<file path="src/rtl/temp_calc_seq.sv">
// temp_calc_seq: multi-channel calibrated temperature calculator.
// A sample is accepted in IDLE. Its channel's calibration (base, coef) is
// snapshotted at that edge. The product coef*sense is then built by a
// shift-add multiplier, one sensor bit per cycle with the LSB first. The
// result is base + product, clamped to the output width.
// Optional macro TEMP_AVG_EN: the reported temperature is averaged with the
// previous saturated result of the same channel (per-channel history).
//
// Handshake: a transfer happens on a rising edge where valid and ready are
// both high. in_ready is high only in IDLE. out_valid is high only in DONE.
// While DONE waits for out_ready, the outputs hold steady.
module temp_calc_seq #(
    parameter int SENSE_W = 4,
    parameter int COEF_W  = 4,
    parameter int BASE_W  = 8,
    parameter int OUT_W   = 8,
    parameter int NCH     = 4,
    parameter int CH_W    = 2
) (
    input  logic              clk,
    input  logic              rst,
    input  logic              cal_we,
    input  logic [CH_W-1:0]   cal_ch,
    input  logic [BASE_W-1:0] cal_base,
    input  logic [COEF_W-1:0] cal_coef,
    input  logic              in_valid,
    output logic              in_ready,
    input  logic [CH_W-1:0]   in_ch,
    input  logic [SENSE_W-1:0] in_sense,
    output logic              out_valid,
    input  logic              out_ready,
    output logic [CH_W-1:0]   out_ch,
    output logic [OUT_W-1:0]  out_temp,
    output logic              out_sat
);

    localparam int PROD_W = SENSE_W + COEF_W;
    localparam int SUM_W  = ((BASE_W > PROD_W) ? BASE_W : PROD_W) + 1;
    localparam int CMP_W  = ((SUM_W > OUT_W) ? SUM_W : OUT_W) + 1;
    localparam int CNT_W  = $clog2(SENSE_W + 1);

    typedef enum logic [1:0] {IDLE, MUL, ADD, DONE} state_e;

    state_e              state_q, state_d;
    logic [BASE_W-1:0]   cal_base_q [NCH];
    logic [COEF_W-1:0]   cal_coef_q [NCH];
    logic [CH_W-1:0]     ch_q, ch_d;
    logic [BASE_W-1:0]   base_q, base_d;
    logic [PROD_W-1:0]   mcand_q, mcand_d;
    logic [SENSE_W-1:0]  mplier_q, mplier_d;
    logic [PROD_W-1:0]   acc_q, acc_d;
    logic [CNT_W-1:0]    cnt_q, cnt_d;
    logic [CH_W-1:0]     out_ch_q, out_ch_d;
    logic [OUT_W-1:0]    out_temp_q, out_temp_d;
    logic                out_sat_q, out_sat_d;

    logic                in_ch_ok, cal_ch_ok, ch_ok;
    logic [BASE_W-1:0]   snap_base;
    logic [COEF_W-1:0]   snap_coef;
    logic [SUM_W-1:0]    sum;
    logic [CMP_W-1:0]    sum_wide, max_wide;
    logic                sat;
    logic [OUT_W-1:0]    sat_val, result;

    // Channels beyond NCH have no calibration entry and read back as zero.
    assign in_ch_ok  = 32'(in_ch) < NCH;
    assign cal_ch_ok = 32'(cal_ch) < NCH;
    assign ch_ok     = 32'(ch_q) < NCH;
    assign snap_base = in_ch_ok ? cal_base_q[in_ch] : '0;
    assign snap_coef = in_ch_ok ? cal_coef_q[in_ch] : '0;

    // The sum is compared against the output maximum at a width that can hold both.
    assign sum      = SUM_W'(base_q) + SUM_W'(acc_q);
    assign sum_wide = CMP_W'(sum);
    assign max_wide = {{(CMP_W-OUT_W){1'b0}}, {OUT_W{1'b1}}};
    assign sat      = sum_wide > max_wide;
    assign sat_val  = sat ? {OUT_W{1'b1}} : OUT_W'(sum_wide);

`ifdef TEMP_AVG_EN
    logic [OUT_W-1:0] hist_q [NCH];
    logic [NCH-1:0]   primed_q;
    logic [OUT_W-1:0] hist_sel;
    logic             primed_sel;
    logic [OUT_W:0]   avg_sum;

    assign hist_sel   = ch_ok ? hist_q[ch_q] : '0;
    assign primed_sel = ch_ok ? primed_q[ch_q] : 1'b0;
    assign avg_sum    = {1'b0, hist_sel} + {1'b0, sat_val};
    assign result     = primed_sel ? avg_sum[OUT_W:1] : sat_val;

    // History updates on the ADD cycle. A calibration write re-arms the channel.
    always_ff @(posedge clk or posedge rst) begin
        if (rst) begin
            for (int i = 0; i < NCH; i++) hist_q[i] <= '0;
            primed_q <= '0;
        end else begin
            if (state_q == ADD && ch_ok) begin
                hist_q[ch_q]   <= sat_val;
                primed_q[ch_q] <= 1'b1;
            end
            if (cal_we && cal_ch_ok) primed_q[cal_ch] <= 1'b0;
        end
    end
`else
    assign result = sat_val;
`endif

    // Calibration register file. Writes are accepted in every FSM state.
    always_ff @(posedge clk or posedge rst) begin
        if (rst) begin
            for (int i = 0; i < NCH; i++) begin
                cal_base_q[i] <= '0;
                cal_coef_q[i] <= '0;
            end
        end else if (cal_we && cal_ch_ok) begin
            cal_base_q[cal_ch] <= cal_base;
            cal_coef_q[cal_ch] <= cal_coef;
        end
    end

    // State and datapath registers.
    always_ff @(posedge clk or posedge rst) begin
        if (rst) begin
            state_q    <= IDLE;
            ch_q       <= '0;
            base_q     <= '0;
            mcand_q    <= '0;
            mplier_q   <= '0;
            acc_q      <= '0;
            cnt_q      <= '0;
            out_ch_q   <= '0;
            out_temp_q <= '0;
            out_sat_q  <= 1'b0;
        end else begin
            state_q    <= state_d;
            ch_q       <= ch_d;
            base_q     <= base_d;
            mcand_q    <= mcand_d;
            mplier_q   <= mplier_d;
            acc_q      <= acc_d;
            cnt_q      <= cnt_d;
            out_ch_q   <= out_ch_d;
            out_temp_q <= out_temp_d;
            out_sat_q  <= out_sat_d;
        end
    end

    // Next-state logic: accept, shift-add, saturate, then hold until consumed.
    always_comb begin
        state_d    = state_q;
        ch_d       = ch_q;
        base_d     = base_q;
        mcand_d    = mcand_q;
        mplier_d   = mplier_q;
        acc_d      = acc_q;
        cnt_d      = cnt_q;
        out_ch_d   = out_ch_q;
        out_temp_d = out_temp_q;
        out_sat_d  = out_sat_q;
        case (state_q)
            IDLE: begin
                if (in_valid) begin
                    state_d  = MUL;
                    ch_d     = in_ch;
                    base_d   = snap_base;
                    mcand_d  = PROD_W'(snap_coef);
                    mplier_d = in_sense;
                    acc_d    = '0;
                    cnt_d    = '0;
                end
            end
            MUL: begin
                // mcand holds coef << i while bit i of the sample is in mplier[0].
                if (mplier_q[0]) acc_d = acc_q + mcand_q;
                mcand_d  = mcand_q << 1;
                mplier_d = mplier_q >> 1;
                cnt_d    = cnt_q + CNT_W'(1);
                if (cnt_q == CNT_W'(SENSE_W - 1)) state_d = ADD;
            end
            ADD: begin
                out_temp_d = result;
                out_sat_d  = sat;
                out_ch_d   = ch_q;
                state_d    = DONE;
            end
            DONE: begin
                if (out_ready) state_d = IDLE;
            end
            default: state_d = IDLE;
        endcase
    end

    assign in_ready  = (state_q == IDLE);
    assign out_valid = (state_q == DONE);
    assign out_ch    = out_ch_q;
    assign out_temp  = out_temp_q;
    assign out_sat   = out_sat_q;

endmodule

</file>
<file path="config.mk">
export PLATFORM = sky130hd
export DESIGN_NAME = temp_calc_seq
export DESIGN_NICKNAME = d
export VERILOG_FILES = /design/src/rtl/temp_calc_seq.sv
export SDC_FILE = /design/constraint.sdc
export NUM_CORES = 1
export LEC_CHECK = 0
export ABC_AREA = 1
export CORE_MARGIN = 4
export CORE_UTILIZATION = 30
export DETAILED_ROUTE_END_ITERATION = 12
export PLACE_DENSITY_LB_ADDON = 0.08
export SYNTH_ARGS = -nofsm -noshare
export SYNTH_HDL_FRONTEND = slang
export SYNTH_SLANG_ARGS = --single-unit
</file>
<file path="constraint.sdc">
create_clock -name clk -period 3.9 [get_ports clk]
set_input_delay 0.78 -clock clk [delete_from_list [all_inputs] [get_ports clk]]
set_output_delay 0.78 -clock clk [all_outputs]
set_load 0.03 [all_outputs]
</file>
==> results of run 1 <==
-- where the power goes --
group	internal [mW]	switching [mW]	leakage [nW]
logic	0.651	1.01	1.40
clock network	0.444	0.366	0.131
registers	1.28	0.221	1.17
total	2.38	1.59	2.70
-- state kept, by name (all words and copies together) (netlist names) --
| name | flops |
|---|---|
| acc_q | 8 |
| base_q | 8 |
| cal_base_q | 32 |
| cal_coef_q | 16 |
| ch_q | 2 |
| cnt_q | 3 |
| mcand_q | 8 |
| mplier_q | 4 |
| out_ch | 2 |
| out_sat | 1 |
| out_temp | 8 |
| state_q | 2 |
-- per-stage QoR --
stage / setup slack [ns] / cells / hold WS [ns] / area [um2]
global placement: 1.291 / 788 / 0.4635 / 5275
finish: 1.278 / 802 / 0.4762 / 5540
detailed placement: 1.184 / 788 / 0.4653 / 5275
global route: 1.185 / 802 / 0.4952 / 5540
floorplan: 0.6713 / 554 / 0.4451 / 4697
CTS: 1.246 / 802 / 0.4817 / 5540
-- worst max-delay path: stages, from the launching register on --
cell	delay, ns
sky130_fd_sc_hd__dfrtp_1	0.39
sky130_fd_sc_hd__inv_1	0.10
sky130_fd_sc_hd__ha_1	0.29
sky130_fd_sc_hd__clkdlybuf4s50_1	0.72
-- Yosys cell counts (5+ instances only) --
| library cell | instances |
|---|---|
| sky130_fd_sc_hd__or2_2 | 5 |
| sky130_fd_sc_hd__ha_1 | 21 |
| sky130_fd_sc_hd__o21ai_2 | 5 |
| sky130_fd_sc_hd__nand4_1 | 6 |
| sky130_fd_sc_hd__o22ai_1 | 11 |
| sky130_fd_sc_hd__clkbuf_1 | 9 |
| sky130_fd_sc_hd__dfrtp_1 | 94 |
| sky130_fd_sc_hd__buf_2 | 7 |
| sky130_fd_sc_hd__nand2_1 | 136 |
| sky130_fd_sc_hd__nand3_1 | 23 |
| sky130_fd_sc_hd__o21ai_0 | 73 |
| sky130_fd_sc_hd__a21oi_1 | 16 |
| sky130_fd_sc_hd__nor2_1 | 47 |
| sky130_fd_sc_hd__inv_1 | 61 |
-- how the worst min path moves through the flow --
stage | from | end | slack, ns | depth (start not counted)
after CTS | cal_base_q[29] | cal_base_q[29] | 0.48 | 2
after detailed placement | cal_base_q[29] | cal_base_q[29] | 0.47 | 2
after global routing | out_ch[0] | out_ch[0] | 0.50 | 2
after floorplan | cal_base_q[26] | cal_base_q[26] | 0.45 | 2
after global placement | cal_base_q[28] | cal_base_q[28] | 0.46 | 2
final | out_ch[0] | out_ch[0] | 0.48 | 2
-- routing by layer --
layer / global-route usage / vias to the layer above
li1: - / 1880
met1: 0.1851 / 1716
met2: 0.2125 / 51
met3: 0.03927 / 9
met4: 0.03086 / 0
met5: 0 / -
-- area by class of cell --
cell class	instances	area [um2]	share of cell area
flip-flops and latches	94	2352	0.4246
multi-input cells	377	2012	0.3631
repair buffers	40	392.9	0.07091
well taps	211	264.0	0.04765
inverters	66	254.0	0.04584
clock buffers	11	242.7	0.04381
clock inverters	3	22.52	0.004065
-- logic make-up after synthesis --
group,Yosys count
muxes,4
and+or+nand+nor,221
buffers and inverters,83
AOI/OAI and AO/OA,124
xor gates and xnor gates,5
adders and majority gates,23
DFF,94
==> impl_metrics.json, run 1 <==
{
  "post-cts-setup-buffers": 0,
  "antenna_diode_instance_count": 0,
  "layout.nets": 636,
  "ys_types": 35,
  "synth_area_leader_cell": "sky130_fd_sc_hd__dfrtp_1",
  "met1Wirelength_um": 5545,
  "post_synth_instance_area_mm2": 0.004697,
  "antenna_found_initial": 0,
  "fmax_mhz": 381.4,
  "cts_tree": "built",
  "met2_wirelength_from_detailed_routing_um": 5185,
  "number_of_buffers_created_by_cts": 9,
  "synth_top_cells_by_area": "sky130_fd_sc_hd__dfrtp_1, sky130_fd_sc_hd__nand2_1, sky130_fd_sc_hd__o21ai_0, sky130_fd_sc_hd__ha_1, sky130_fd_sc_hd__inv_1",
  "route.detailed.wl_per_inst_um": 13.94,
  "yosys.area_share.adder": 0.06446,
  "register_to_register_setup_slack_ns": 1.93,
  "tritonroute_pass_1_iters": 4,
  "postSynthRegisterBits": 94,
  "final_common_cell": "sky130_fd_sc_hd__nand2_1",
  "synthToLayoutAreaGrowth_pct": 17.95,
  "power_per_cell_area_mw_per_mm2": 716.1,
  "number_of_nets_produced_by_synthesis": 602,
  "postSynthAreaPerCell_um2": 8.478,
  "crit_start": "state_q[1]",
  "most-common-layout-cells": "sky130_fd_sc_hd__nand2_1, sky130_fd_sc_hd__dfrtp_1, sky130_fd_sc_hd__o21ai_0, sky130_fd_sc_hd__inv_1, sky130_fd_sc_hd__nor2_1",
  "rows": 45,
  "ioPinCount": 38,
  "synth_edf_count": 0,
  "fin_total_pwr_mw": 3.968,
  "die_area_mm2": 0.01772,
  "cts_max_path_buffers": 2,
  "setup_viol": 0,
  "start_util": 0.3078,
  "dp_hpwl_um": 8032,
  "dr_total_vias": 3656,
  "layout.filler_cells": 1613,
  "run_status": "completed",
  "grt_max_degree": 52,
  "synth_largest_type_area_fraction": 0.5008,
  "synth_compound_area_frac": 0.1524,
  "drc": 0,
  "worst_skew_pair.late_latency_ns": 0.35,
  "share_of_post_route_cells_with_drive_strength_above_1": 0.06599,
  "cts.sink_count": 94,
  "worst_pin_slew_ns": 0.9949,
  "main_combinational_cell_family_by_area_after_synthesis": "simple AND/OR/NAND/NOR gates",
  "synth_area_in_simple_gates": 0.1937,
  "synth-warning-count": 0,
  "finalHoldViolations": 0,
  "rr_worst_depth": 8,
  "timing.critical_path.required_ns": 3.12,
  "finalCritPeriodShare": 0.6723,
  "yosysSeqAreaShare": 0.5008,
  "synth_ff_type": "sky130_fd_sc_hd__dfrtp_1",
  "fin_crit_ns": 2.622,
  "first_global_vias": 3623,
  "hp-class": "flop to flop",
  "drt-total-wl_um": 11180,
  "critical_path_peak_fanout": 4,
  "critical_path.reg2reg.startpoint": "state_q[1]",
  "report.final.slew_viol_count": 0,
  "synth_xor_area_frac": 0.009323,
  "clk_root_buffer_cell": "sky130_fd_sc_hd__clkbuf_16",
  "utilization": 0.3631,
  "cts.reportedPaths.clkPinSlew_ns": 0.06,
  "setup.worst_path.end": "in_ready",
  "design.core.area_mm2": 0.01526,
  "rsz_0062_raised_after_global_routing": "false",
  "postSynthCellCount": 554,
  "timing.critical_path.arrival_ns": 1.84,
  "die_height_um": 133.1,
  "critical_path.endpoint_type": "primary output",
  "synth_async_sr_flop_share": 1.000,
  "htree_num_levels": 3,
  "postCtsHoldBufs": 0,
  "met3RoutedLength_um": 348,
  "timing.setup.tns_ns": 0,
  "leakage_nw": 2.700,
  "resized_cells_post_cts": 0,
  "die-width_um": 133.1,
  "port-buffer-count": 37,
  "gr-total-overflow": 0,
  "viasPerCell": 4.559,
  "start_kind": "flop",
  "drt-initial-drc-count": 221,
  "critPathKind": "flop to primary output",
  "track_usage": 0.1350,
  "gp_congestion": 0.7723,
  "regToRegEndpoint": "acc_q[3]",
  "postRouteAntennaNets": 0,
  "timing.clock.skew_ns": 0.007261,
  "muxShareOfSynthArea": 0.008524,
  "timing.max_cap.violations": 0,
  "grt_pass1_wl_um": 19040,
  "worst_slew_margin": 0.3349,
  "topRoutingLayerUsed": "met4",
  "power.ir.vdd_worst_uv": 266.1
}
Note: power is estimated with default switching activity, not from simulation.
==> run 2: changes to the inputs <==
==> constraint.sdc (replaced) <==
create_clock -name clk -period 2.2 [get_ports clk]
set_input_delay 0.44 -clock clk [delete_from_list [all_inputs] [get_ports clk]]
set_output_delay 0.44 -clock clk [all_outputs]
set_load 0.03 [all_outputs]
==> impl_metrics.json, run 2 (same netlist as run 1, synthesis figures left out) <==
{
  "grt_max_degree": 59,
  "most-common-layout-cells": "sky130_fd_sc_hd__nand2_1, sky130_fd_sc_hd__dfrtp_1, sky130_fd_sc_hd__o21ai_0, sky130_fd_sc_hd__inv_1, sky130_fd_sc_hd__nor2_1",
  "first_global_vias": 3585,
  "placed_area_mm2": 0.005398,
  "antenna_diode_instance_count": 0,
  "worst_path_dominant_cell_family": "buffers and inverters",
  "netSwitchingFraction": 0.4005,
  "htree_num_levels": 3,
  "critPathBufInv": 1,
  "postRouteAntennaNets": 0,
  "number_of_buffers_created_by_cts": 9,
  "port-buffer-count": 37,
  "viasPerCell": 4.505,
  "postCtsHoldBufs": 0,
  "largest_register_ffs": 32,
  "timing.clock.skew_ns": 0.004107,
  "slowest_stage": "sky130_fd_sc_hd__clkdlybuf4s50_1",
  "timing.critical_path.arrival_ns": 1.59,
  "dp_hpwl_um": 7862,
  "cp_slowest_stage_delay_ns": 0.67,
  "gr-total-overflow": 0,
  "finalHoldViolations": 0,
  "leakage_nw": 2.767,
  "cells_along_the_critical_path": "ha_1, clkdlybuf4s50_1",
  "layout_setup_ws_ns": 0.1653,
  "cts_max_path_buffers": 2,
  "gp_congestion": 0.7773,
  "track_usage": 0.1318,
  "setup_viol": 0,
  "switchingPower_mw": 2.835,
  "worst_skew_pair.late_latency_ns": 0.34,
  "final_common_cell": "sky130_fd_sc_hd__nand2_1",
  "final_design_area_no_fill_mm2": 0.005662,
  "timing.max_cap.violations": 0,
  "reg_with_most_ffs": "cal_base_q",
  "hp-class": "input pin to async pin",
  "power.ir.vdd_worst_uv": 583.6,
  "power_per_cell_area_mw_per_mm2": 1250,
  "critical_path.endpoint_type": "primary output",
  "grt_pass1_wl_um": 18640,
  "die_height_um": 133.1,
  "tritonroute_pass_1_iters": 4,
  "drt-initial-drc-count": 241,
  "report.final.slew_viol_count": 0,
  "worst_pin_slew_ns": 0.3211,
  "worst_slew_margin": 0.7837,
  "finalCritPeriodShare": 0.9249,
  "fin_crit_ns": 2.035,
  "design.core.area_mm2": 0.01526,
  "timing.setup.tns_ns": 0,
  "utilization": 0.3711,
  "critical_path_peak_fanout": 4,
  "layout.nets": 647,
  "dr_total_vias": 3667,
  "cts.reportedPaths.clkPinSlew_ns": 0.06,
  "drt-total-wl_um": 10980,
  "p_seq_frac": 0.373,
  "share_of_post_route_cells_with_drive_strength_above_1": 0.08458,
  "pre_cts_slack_ns": 0.2894,
  "cts.sink_count": 94,
  "post-cts-setup-buffers": 0,
  "antenna_found_initial": 0,
  "biggestRegsByFlops": "cal_base_q: 32 flops, cal_coef_q: 16 flops",
  "run_status": "completed",
  "drc": 0,
  "rsz_0062_raised_after_global_routing": "false",
  "critPathKind": "flop to primary output",
  "p_clk_frac": 0.201,
  "internal-power_mw": 4.244,
  "clk_root_buffer_cell": "sky130_fd_sc_hd__clkbuf_16",
  "timing.critical_path.required_ns": 1.76,
  "whs_ns": 0.4043,
  "synthToLayoutAreaGrowth_pct": 20.54,
  "p_comb_frac": 0.426,
  "rows": 45,
  "fmax_mhz": 491.5,
  "die_area_mm2": 0.01772,
  "route.detailed.wl_per_inst_um": 13.49,
  "start_util": 0.3078,
  "die-width_um": 133.1,
  "ioPinCount": 38,
  "cts_tree": "built",
  "start_kind": "flop"
}
==> run 2: worst reg2reg max path: stages (launching register included) <==
cell,delay [ns]
sky130_fd_sc_hd__dfrtp_1,0.41
sky130_fd_sc_hd__ha_1,0.24
sky130_fd_sc_hd__fa_1,0.43
sky130_fd_sc_hd__nand2_1,0.09
sky130_fd_sc_hd__nand2_1,0.07
sky130_fd_sc_hd__nand2_1,0.07
sky130_fd_sc_hd__nand3_2,0.09
sky130_fd_sc_hd__inv_1,0.18
sky130_fd_sc_hd__a21oi_1,0.09
==> run 2: final cells by class <==
cell class | instances | area [um2]
Tap cell | 211 | 264.0
Multi-Input combinational cell | 377 | 2012
Clock buffer | 10 | 229.0
Sequential cell | 94 | 2352
Clock inverter | 5 | 36.28
Inverter | 66 | 256.5
Fill cell | 1625 | 9597
Timing Repair Buffer | 51 | 511.7
==> run 2: final timing paths <==
check | end | slack, ns | cells after the start | startpoint
max in group asynchronous | cal_coef_q[7] | 1.21 | 3 | rst
setup / recovery | out_valid | 0.17 | 2 | state_q[0]
hold reg to reg | out_ch[0] | 0.47 | 2 | out_ch[0]
hold / removal | out_temp[5] | 0.40 | 2 | rst
setup reg to reg | out_temp[5] | 0.41 | 8 | acc_q[0]
min in group clk | out_ch[0] | 0.47 | 2 | out_ch[0]
==> run 2: per-stage QoR <==
stage,instances,power [mW]
2_1_floorplan,554,4.811
3_3_place_gp,799,5.729
3_5_place_dp,799,5.753
4_1_cts,814,7.231
5_1_grt,814,7.746
6_report,814,7.080
==> run 2: repair_timing <==
action	CTS	global route
setup endpoints to repair	1	0
hold endpoints to repair	0	0
gates resized for setup	1	0
==> run 2: routing by layer <==
| layer | global-route usage | wire length (um) | share of wire |
|---|---|---|---|
| met4 | 0.03714 | 133 | 0.012 |
| met5 | 0 | 0 | 0 |
| met3 | 0.03550 | 439 | 0.040 |
| met2 | 0.2057 | 5084 | 0.46 |
| met1 | 0.1809 | 5322 | 0.48 |
==> run 2: power groups by stage <==
stage	Sequential, mW	Clock (mW)	Combinational (mW)
after floorplan	2.75	0	2.06
after global placement	2.67	0	3.06
after detailed placement	2.68	0	3.07
after CTS	2.65	1.50	3.08
after global routing	2.71	1.58	3.46
final	2.64	1.42	3.01
